==> src/rtl/nn_ctrl_pkg.sv <==
// Shared definitions for the neuron-array control blocks.
//   nn_state_t       : 3-bit loader sequencer state encoding
//   CONFIG_NUM_WIDTH : width of the layer/neuron index fields on the config bus
//   cnt_width()      : bits needed for a counter that must reach max_count
package nn_ctrl_pkg;

    typedef enum logic [2:0] {
        ST_IDLE   = 3'd0,
        ST_CLR    = 3'd1,
        ST_LOAD_W = 3'd2,
        ST_LOAD_B = 3'd3,
        ST_NEXT   = 3'd4
    } nn_state_t;

    localparam int CONFIG_NUM_WIDTH = 32;

    // Counter width able to hold the value max_count itself (never below 1 bit)
    function automatic int cnt_width(input int max_count);
        int w;
        if (max_count < 1) begin
            w = 1;
        end else begin
            w = $clog2(max_count + 1);
        end
        return w;
    endfunction

endpackage

==> src/rtl/nn_burst_counter.sv <==
// Reusable burst counter with parallel load, increment and terminal-count flag.
// Ports:
//   clk, rst        : clock, asynchronous active-low reset
//   load/load_value : synchronous load (has priority over inc)
//   inc             : count up by one
//   count           : current count
//   at_last         : count equals TERMINAL-1 (last element of a burst)
module nn_burst_counter #(
    parameter int WIDTH    = 4,
    parameter int TERMINAL = 8
) (
    input  logic             clk,
    input  logic             rst,
    input  logic             load,
    input  logic [WIDTH-1:0] load_value,
    input  logic             inc,
    output logic [WIDTH-1:0] count,
    output logic             at_last
);

    localparam logic [WIDTH-1:0] LAST_VALUE = WIDTH'(TERMINAL - 1);

    logic [WIDTH-1:0] count_r;

    // Count register: load wins over increment, otherwise hold
    always_ff @(posedge clk or negedge rst) begin
        if (!rst) begin
            count_r <= {WIDTH{1'b0}};
        end else if (load) begin
            count_r <= load_value;
        end else if (inc) begin
            count_r <= count_r + WIDTH'(1);
        end
    end

    assign count   = count_r;
    assign at_last = (count_r == LAST_VALUE);

endmodule

==> src/rtl/neuron_param_loader.sv <==
// Streams weights then bias for each neuron of one layer from a shared word
// stream onto the neuron broadcast configuration bus.
// Ports:
//   clk, rst                 : clock, asynchronous active-low reset
//   start, abort             : begin a load (IDLE only) / return to IDLE
//   s_data, s_valid, s_ready : parameter word stream (s_ready decoded from state)
//   neuron_clr               : one-cycle pulse clearing neuron write pointers
//   config_layer_num         : constant LAYER_NO
//   config_neuron_num        : neuron currently being loaded
//   weightValid/weightValue  : registered weight word
//   biasValid/biasValue      : registered bias word
//   busy, done               : sequencer active / last bias issued
//   checksum                 : modular sum of accepted words when
//                              NEURON_PARAM_LOADER_CHECKSUM_EN is defined, else 0
module neuron_param_loader
    import nn_ctrl_pkg::*;
#(
    parameter int LAYER_NO    = 0,
    parameter int NUM_NEURONS = 32,
    parameter int NUM_WEIGHTS = 1024,
    parameter int DATA_WIDTH  = 16
) (
    input  logic                        clk,
    input  logic                        rst,
    input  logic                        start,
    input  logic                        abort,
    input  logic [DATA_WIDTH-1:0]       s_data,
    input  logic                        s_valid,
    output logic                        s_ready,
    output logic                        neuron_clr,
    output logic [CONFIG_NUM_WIDTH-1:0] config_layer_num,
    output logic [CONFIG_NUM_WIDTH-1:0] config_neuron_num,
    output logic                        weightValid,
    output logic [DATA_WIDTH-1:0]       weightValue,
    output logic                        biasValid,
    output logic [DATA_WIDTH-1:0]       biasValue,
    output logic                        busy,
    output logic                        done,
    output logic [DATA_WIDTH-1:0]       checksum
);

    localparam int W_CNT_WIDTH = cnt_width(NUM_WEIGHTS);
    localparam int N_CNT_WIDTH = cnt_width(NUM_NEURONS);

    nn_state_t state_r, fsm_next_s, next_state_s;

    logic                   hs_s, w_accept_s, b_accept_s, done_set_s;
    logic                   w_load_s, w_last_s, n_load_s, n_inc_s, n_last_s;
    // Only the terminal flag of the weight counter steers the sequencer
    logic [W_CNT_WIDTH-1:0] w_cnt_unused_s;
    logic [N_CNT_WIDTH-1:0] n_cnt_s;

    logic                  neuron_clr_r, weight_valid_r, bias_valid_r, busy_r, done_r;
    logic [DATA_WIDTH-1:0] weight_value_r, bias_value_r;

    assign s_ready = (state_r == ST_LOAD_W) || (state_r == ST_LOAD_B);
    assign hs_s    = s_valid && s_ready;

    // An aborted cycle never forwards a word, even if a handshake is on the bus
    assign w_accept_s = hs_s && (state_r == ST_LOAD_W) && !abort;
    assign b_accept_s = hs_s && (state_r == ST_LOAD_B) && !abort;
    assign done_set_s = (state_r == ST_NEXT) && n_last_s && !abort;

    // Weight count restarts for every neuron; it only runs inside LOAD_W
    assign w_load_s = abort || (state_r != ST_LOAD_W);
    // Neuron index is zeroed while idle so a restart always begins at neuron 0
    assign n_load_s = abort || (state_r == ST_IDLE) || (state_r == ST_CLR);
    assign n_inc_s  = (state_r == ST_NEXT) && !n_last_s && !abort;

    nn_burst_counter #(.WIDTH(W_CNT_WIDTH), .TERMINAL(NUM_WEIGHTS)) u_w_cnt (
        .clk        (clk),
        .rst        (rst),
        .load       (w_load_s),
        .load_value ({W_CNT_WIDTH{1'b0}}),
        .inc        (w_accept_s),
        .count      (w_cnt_unused_s),
        .at_last    (w_last_s)
    );

    nn_burst_counter #(.WIDTH(N_CNT_WIDTH), .TERMINAL(NUM_NEURONS)) u_n_cnt (
        .clk        (clk),
        .rst        (rst),
        .load       (n_load_s),
        .load_value ({N_CNT_WIDTH{1'b0}}),
        .inc        (n_inc_s),
        .count      (n_cnt_s),
        .at_last    (n_last_s)
    );

    // Sequencer state register
    always_ff @(posedge clk or negedge rst) begin
        if (!rst) begin
            state_r <= ST_IDLE;
        end else begin
            state_r <= next_state_s;
        end
    end

    // Next-state decode; abort overrides every transition
    always_comb begin
        fsm_next_s   = state_r;
        next_state_s = ST_IDLE;
        case (state_r)
            ST_IDLE: begin
                if (start) fsm_next_s = ST_CLR;
                else       fsm_next_s = ST_IDLE;
            end
            ST_CLR: fsm_next_s = ST_LOAD_W;
            ST_LOAD_W: begin
                if (hs_s && w_last_s) fsm_next_s = ST_LOAD_B;
                else                  fsm_next_s = ST_LOAD_W;
            end
            ST_LOAD_B: begin
                if (hs_s) fsm_next_s = ST_NEXT;
                else      fsm_next_s = ST_LOAD_B;
            end
            ST_NEXT: begin
                if (n_last_s) fsm_next_s = ST_IDLE;
                else          fsm_next_s = ST_LOAD_W;
            end
            default: fsm_next_s = ST_IDLE;
        endcase
        if (abort) begin
            next_state_s = ST_IDLE;
        end else begin
            next_state_s = fsm_next_s;
        end
    end

    // Output registers: pulses decoded from the next state, data words held between valids
    always_ff @(posedge clk or negedge rst) begin
        if (!rst) begin
            neuron_clr_r   <= 1'b0;
            weight_valid_r <= 1'b0;
            weight_value_r <= {DATA_WIDTH{1'b0}};
            bias_valid_r   <= 1'b0;
            bias_value_r   <= {DATA_WIDTH{1'b0}};
            busy_r         <= 1'b0;
            done_r         <= 1'b0;
        end else begin
            neuron_clr_r   <= (next_state_s == ST_CLR);
            busy_r         <= (next_state_s != ST_IDLE);
            done_r         <= done_set_s;
            weight_valid_r <= w_accept_s;
            bias_valid_r   <= b_accept_s;
            if (w_accept_s) weight_value_r <= s_data;
            if (b_accept_s) bias_value_r   <= s_data;
        end
    end

    assign neuron_clr        = neuron_clr_r;
    assign weightValid       = weight_valid_r;
    assign weightValue       = weight_value_r;
    assign biasValid         = bias_valid_r;
    assign biasValue         = bias_value_r;
    assign busy              = busy_r;
    assign done              = done_r;
    assign config_layer_num  = CONFIG_NUM_WIDTH'(LAYER_NO);
    assign config_neuron_num = CONFIG_NUM_WIDTH'(n_cnt_s);

`ifdef NEURON_PARAM_LOADER_CHECKSUM_EN
    logic [DATA_WIDTH-1:0] checksum_r;

    // Modular sum of accepted words; restarts in the clear cycle, held after done
    always_ff @(posedge clk or negedge rst) begin
        if (!rst) begin
            checksum_r <= {DATA_WIDTH{1'b0}};
        end else if (state_r == ST_CLR) begin
            checksum_r <= {DATA_WIDTH{1'b0}};
        end else if (w_accept_s || b_accept_s) begin
            checksum_r <= checksum_r + s_data;
        end
    end

    assign checksum = checksum_r;
`else
    assign checksum = {DATA_WIDTH{1'b0}};
`endif

endmodule

==> config.mk <==
export PLATFORM = sky130hd
export DESIGN_NAME = neuron_param_loader
export DESIGN_NICKNAME = d
export VERILOG_FILES = /design/src/rtl/nn_ctrl_pkg.sv /design/src/rtl/nn_burst_counter.sv /design/src/rtl/neuron_param_loader.sv
export SDC_FILE = /design/constraint.sdc
export NUM_CORES = 1
export LEC_CHECK = 0
export CAP_MARGIN = 20
export CORE_ASPECT_RATIO = 0.6
export CORE_MARGIN = 2
export CORE_UTILIZATION = 40
export CTS_BUF_LIST = sky130_fd_sc_hd__clkbuf_4 sky130_fd_sc_hd__clkbuf_8
export CTS_CLUSTER_SIZE = 40
export DETAILED_ROUTE_END_ITERATION = 8
export GPL_ROUTABILITY_DRIVEN = 0
export PLACE_DENSITY = 0.77
export REMOVE_ABC_BUFFERS = 1
export SLEW_MARGIN = 5
export SYNTH_ARGS = -nofsm -noshare
export SYNTH_HDL_FRONTEND = slang
export SYNTH_HIERARCHICAL = 1
export SYNTH_SLANG_ARGS = --single-unit
==> constraint.sdc <==
create_clock -name clk -period 5.8 [get_ports clk]
set_input_delay 0.58 -clock clk [delete_from_list [all_inputs] [get_ports clk]]
set_output_delay 0.58 -clock clk [all_outputs]
set_load 0.05 [all_outputs]
==> results by group, run 1 <==
Clock network
  – Clk slew on worst S/H paths: roughly 60 ps
  – Setup Buffers After CTS: 0
  – CTS tree: done
  – CTS buffer count: 9
  – Clock Tree Buf Depth: 2
  – Root Driver: clkbuf_8
  – Clk Latency, worst-skew pair: about 340 ps
  – Total clock sinks: 57
  – Cts hold-fix bufs: 0
  – Post-CTS sizing: 0
  – H-tree depth: 3

Yosys
  – Gate Count Post-Synth: about 280
  – Synth unique cells: 50
  – Largest family of logic cells by synthesized area: buffers and inverters
  – Post-synthesis xor/xnor area fraction: 2.19%
  – Mean post-synth cell area: between 10 and 15 um2
  – Synth area leaders: dfrtp_1, buf_4, mux2_4
  – Syn. warnings: 6
  – Number of synthesized flops with an enable pin: 0
  – Post-synth top flop: dfrtp_1
  – Post-Synth Adder-Cell Area: less than 1%
  – Number of synthesized register bits: 57
  – Complex-gate fraction of the synthesized area: under 10%
  – Sequential area share after synthesis: approximately 45%
  – Simple-gate share of the synthesized area: 11.9%
  – Synth area leader: dfrtp_1
  – Post-synth ARST share: 100%
  – Post-synth top area share: 44.7%
  – Synthesized cell area: 3190 um2
  – Post-synthesis mux area share: 14.0%

Placement
  – DP Wirelength: between 4 and 5 mm
  – Placed cells: between 400 and 500
  – I/O Buffers: 64

Timing
  – Setup TNS: 0 ps
  – Final Max Tran Viols: 0
  – Worst-Margin Slew: between 1000 and 1500 ps
  – Skew final: around 5.6 ps
  – Max Clk Rate: about 0.34 GHz
  – Slew HR: around 30%
  – Period utilization: 50.6%
  – Tmin final: 2930 ps
  – Hold Vio Cnt, Final: 0
  – Final setup violation count: 0
  – RSZ-0062 raised after global routing: no

Global route
  – Largest net degree at the start of global routing: 58
  – Total track usage: between 10% and 20%
  – Vias in the first global route: 1,848
  – Initial antenna violation count: 0
  – First-pass GRT wire length: about 9.1 mm
  – GRT overflow: 0

Setup path
  – Crit path from: abort
  – R2R Setup Slk: between 3000 and 4000 ps
  – Worst r2r dst: u_w_cnt/count[7]
  – Buf/Inv on CP: 2
  – CP peak stage delay: ~580 ps
  – R2r worst-path depth: 6
  – CP Max Fanout: 17
  – Slowest CP cell: clkdlybuf4s50_1
  – CP Cell Sequence: clkdlybuf4s50_1 -> nor2b_4 -> nand3_2 -> inv_1 -> nand4_2 -> o311a_2 -> a221o_1
  – Crit-path leading delay family: buffers and inverters
  – Crit end category: register
  – Critical Path RT: 6020 ps
  – Crit path depth: 7
  – Crit path launch type: input port
  – Worst flop-to-flop path startpoint: state_r[2]
  – CP endpoint: u_w_cnt/count[7]
  – Critical path class: input port to register
  – CP arrival: between 3000 and 4000 ps

Layout
  – Fin cells: between 400 and 500
  – # diodes: 0
  – Commonest non-fill, non-tap cells in the layout: conb_1, clkdlybuf4s50_1, dfrtp_1
  – Most common cell after layout, fill and taps aside: conb_1
  – Layout cells sized above 1: between 10% and 20%
  – Area Growth Syn to Fin: 19.6%
  – Layout Nets: between 300 and 400

Drt
  – Avg WL per Cell: 12.4 um
  – DR vias/cell: ~4.2
  – WL final: ~5.9 mm
  – Post-route ant nets: 0
  – Drt first pass iters: 4
  – Via count: 1,975
  – DR iter-0 viols: about 80
  – Drt drc: 0

Die
  – Die H: about 73 um
  – Die W: about 120 um
  – Die Outline Area: ~8700 um2
  – Initial core utilization: between 40% and 50%
  – Ports: approximately 140
  – Core Area: a little under 8000 um2
  – Row cnt: 25

Power and ir drop
  – Static Leak: ~1.8 nW
  – Worst VDD drop: between 150 and 200 uV
  – Pwr dens: 379 nW/um2

Flow run
  – MaxCap Viol Count: 0

Run status
  – Outcome: finished clean

Worst hold path
  – Hold WC Path Type: input port to async pin
==> per-stage QoR <==
stage	power, mW	cell area (um2)	utilization, %	hold WS [ps]	setup WS (ps)
floorplan	0.959	2880	-	284	3520
global placement	1.13	3660	46.8	487	2610
detailed placement	1.14	3660	46.8	493	2480
CTS	1.46	3820	48.8	393	2860
global route	1.51	3820	48.8	437	2690
finish	1.45	3820	48.8	378	2870
==> layout make-up <==
cell class	instances	area [um2]
fill	739	4000
inverter	4	15.0
clock buffer	13	154
tap	108	135
multi-input combinational	227	1440
sequential	57	1430
clock inverter	1	5.00
timing repair buffer	65	643
==> power by group <==
| part | internal, mW | switching (mW) |
|---|---|---|
| registers | 0.471 | 0.0466 |
| clock network | 0.169 | 0.142 |
| logic | 0.198 | 0.421 |
| total | 0.837 | 0.610 |
==> state kept, by name, summed over array words and instances, names as in the netlist <==
register / flops
biasValue: 16
weightValue: 16
u_w_cnt/count: 11
u_n_cnt/count: 6
state_r: 3
biasValid: 1
busy: 1
done: 1
neuron_clr: 1
weightValid: 1
==> worst min-delay path by stage <==
stage                               from        endpoint  slack, ps  cells after the start
after global routing                 rst            done        440                      2
after CTS                            rst            done        390                      2
final                                rst            done        380                      2
after floorplan                      rst       biasValid        280                      0
after global placement    weightValue[4]  weightValue[4]        490                      1
after detailed placement  weightValue[4]  weightValue[4]        490                      1
==> synthesized netlist by cell type (2+ instances only) <==
| cell type | count |
|---|---|
| o21ai_0 | 12 |
| clkbuf_1 | 3 |
| mux2_4 | 18 |
| buf_4 | 75 |
| dfrtp_1 | 57 |
| mux2i_1 | 2 |
| ha_1 | 2 |
| inv_1 | 4 |
| buf_6 | 4 |
| or4_1 | 3 |
| or3_1 | 2 |
| mux2_2 | 14 |
| nand3_1 | 3 |
| nand4_2 | 2 |
| xor2_1 | 6 |
| o31ai_1 | 2 |
| nand3_2 | 3 |
| xnor2_1 | 2 |
| a31oi_1 | 3 |
| nor2_1 | 7 |
| nand2_1 | 21 |
| nand4_1 | 3 |
| a21oi_1 | 3 |
| nor3_1 | 6 |
==> per-layer routing <==
metal  GRT usage (%)  routed length [um]  vias to the layer above
li1                -                   -                      957
met1            17.9                2660                      939
met2            19.9                2740                       67
met3            5.86                 400                       12
met4            7.19                 109                        0
met5               0                   0                        -
==> cell families after synthesis <==
kind of cell | count (synthesis)
adders and majority gates | 2
DFF | 57
AOI/OAI and AO/OA | 28
other | 1
muxes | 34
xor gates and xnor gates | 8
and+or+nand+nor | 64
buffers and inverters | 89
Note: power is estimated with default switching activity, not from simulation.
==> inputs of run 2 (changes only) <==
Clock period 5.8 ns to 2.72 ns, I/O delays scaled along.
==> run 2 against run 1 <==
  * Final area up 1.9%
  * Non-clock buffer count grew 6
  * Clock skew increased by 2.5 ps
  * Worst setup slack lost 2300 ps
  * Global-route usage up 0.85 points
  * Critical endpoint is now s_ready
  * Die area unchanged
  * Register-to-register slack lost 2600 ps
==> results by group, run 2 (synthesis gave the netlist of run 1 again) <==
Clock network
  – Clk Latency, worst-skew pair: about 320 ps
  – Clock Tree Buf Depth: 2
  – Total clock sinks: 57
  – CTS tree: done
  – H-tree depth: 3
  – Clk slew on worst S/H paths: 70 ps
  – CTS buffer count: 9
  – Root Driver: clkbuf_8

Timing
  – Slew HR: between 50 and 60%
  – Worst-Margin Slew: between 600 and 700 ps
  – Final setup violation count: 0
  – Setup TNS: 0 ps
  – Skew final: around 8.1 ps
  – Tmin final: 2140 ps
  – Final worst slack: between 500 and 600 ps
  – Max Clk Rate: roughly 0.47 GHz
  – Hold Vio Cnt, Final: 0
  – Period utilization: 78.6%
  – RSZ-0062 raised after global routing: no
  – Final Hold Slack: 508 ps
  – Final Max Tran Viols: 0

Power and ir drop
  – Clock network power share: a little under a quarter
  – Static Leak: 1.86 nW
  – Combinational share of power: around two fifths
  – Internal Power: 1.86 mW
  – Share of power burned in registers: a little over a third
  – Switching share of power: between 40% and 50%
  – Pwr dens: around 800 nW/um2
  – Switch Pwr: around 1.3 mW
  – Worst VDD drop: 323 uV

Setup path
  – Slowest CP cell: clkdlybuf4s50_1
  – Critical Path RT: approximately 2500 ps
  – CP peak stage delay: approximately 800 ps
  – Crit path launch type: register
  – CP Max Fanout: 10
  – CP arrival: 1860 ps
  – CP Cell Sequence: and2b_2 -> clkdlybuf4s50_1
  – Crit end category: output pin
  – Buf/Inv on CP: 1
  – Crit-path leading delay family: buffers and inverters
  – Critical path class: register to output pin

Die
  – Core Area: 7820 um2
  – Row cnt: 25
  – Die H: 73.2 um
  – Ports: around 140
  – Initial core utilization: between 40% and 50%
  – Die W: ~120 um
  – Die Outline Area: a little under 9000 um2

Worst hold path
  – Hold WC Path Type: register to register

Placement
  – Post-DP Area: 3700 um2
  – Worst slack, placed: roughly 470 ps
  – I/O Buffers: 64
  – DP Wirelength: between 4 and 5 mm

Drt
  – WL final: 6.11 mm
  – DR vias/cell: approximately 4.2
  – DR iter-0 viols: around 100
  – Avg WL per Cell: around 13 um
  – Drt drc: 0
  – Post-route ant nets: 0
  – Drt first pass iters: 4
  – Via count: about 2,000

Layout
  – Filler cell count: just over 700
  – Sequential cell area: between 1000 and 1500 um2
  – Layout Nets: slightly below 400
  – Commonest non-fill, non-tap cells in the layout: conb_1, clkdlybuf4s50_1, dfrtp_1
  – Layout cells sized above 1: roughly 17%
  – Multi-input logic area: 1440 um2
  – Most common cell after layout, fill and taps aside: conb_1
  – Design area: around 4000 um2
  – # diodes: 0
  – Area Growth Syn to Fin: 21.8%

Global route
  – Total track usage: between 10 and 15%
  – Vias in the first global route: approximately 2,000
  – First-pass GRT wire length: between 9 and 10 mm
  – Largest net degree at the start of global routing: 30
  – GRT overflow: 0
  – Initial antenna violation count: 0

Run status
  – Outcome: finished clean

Flow run
  – MaxCap Viol Count: 0
==> run 2: per-layer routing <==
layer | global-route usage (%) | vias to the layer above | share of wire, %
met2 | 23.3 | 63 | 48
li1 | - | 976 | -
met3 | 5.16 | 2 | 5.0
met5 | 0 | - | 0
met4 | 3.53 | 0 | 0.098
met1 | 19.6 | 1000 | 47
==> run 2: cell type report <==
type / instances / share of cell area (%)
Timing Repair Buffer: 71 / 17.8
Multi-Input combinational cell: 227 / 37.0
Clock inverter: 4 / 1.16
Tap cell: 108 / 3.47
Sequential cell: 57 / 36.7
Inverter: 4 / 0.386
Clock buffer: 10 / 3.54
==> run 2: path summary, 6_finish.rpt <==
kind	end	slack, ps	depth (start not counted)	startpoint
max	s_ready	580	2	state_r[2]
min	weightValue[9]	510	1	weightValue[9]
max reg2reg	u_w_cnt/count[7]	630	6	state_r[2]
min reg2reg	weightValue[9]	510	1	weightValue[9]
max in group asynchronous	weightValue[14]	1360	3	rst
min in group asynchronous	u_n_cnt/count[1]	520	2	rst
==> run 2: what timing repair did <==
item	in CTS	in global routing
gates resized for setup	0	0
hold buffers	1	0
setup buffers	0	0
endpoints found under the hold margin	28	0
==> run 2: power by group through the flow <==
stage	clock (mW)	sequential (mW)	combinational, mW
floorplan	0	1.60	0.447
global placement	0	1.11	1.31
detailed placement	0	1.12	1.32
CTS	0.781	1.11	1.33
global route	0.825	1.13	1.38
finish	0.750	1.11	1.32
==> run 2: stage by stage <==
step,cells,power [mW],util (%)
after CTS,481,3.22,49.7
after global routing,481,3.33,49.7
final,481,3.18,49.7
after floorplan,288,2.04,-
after detailed placement,466,2.44,47.3
after global placement,466,2.42,47.3
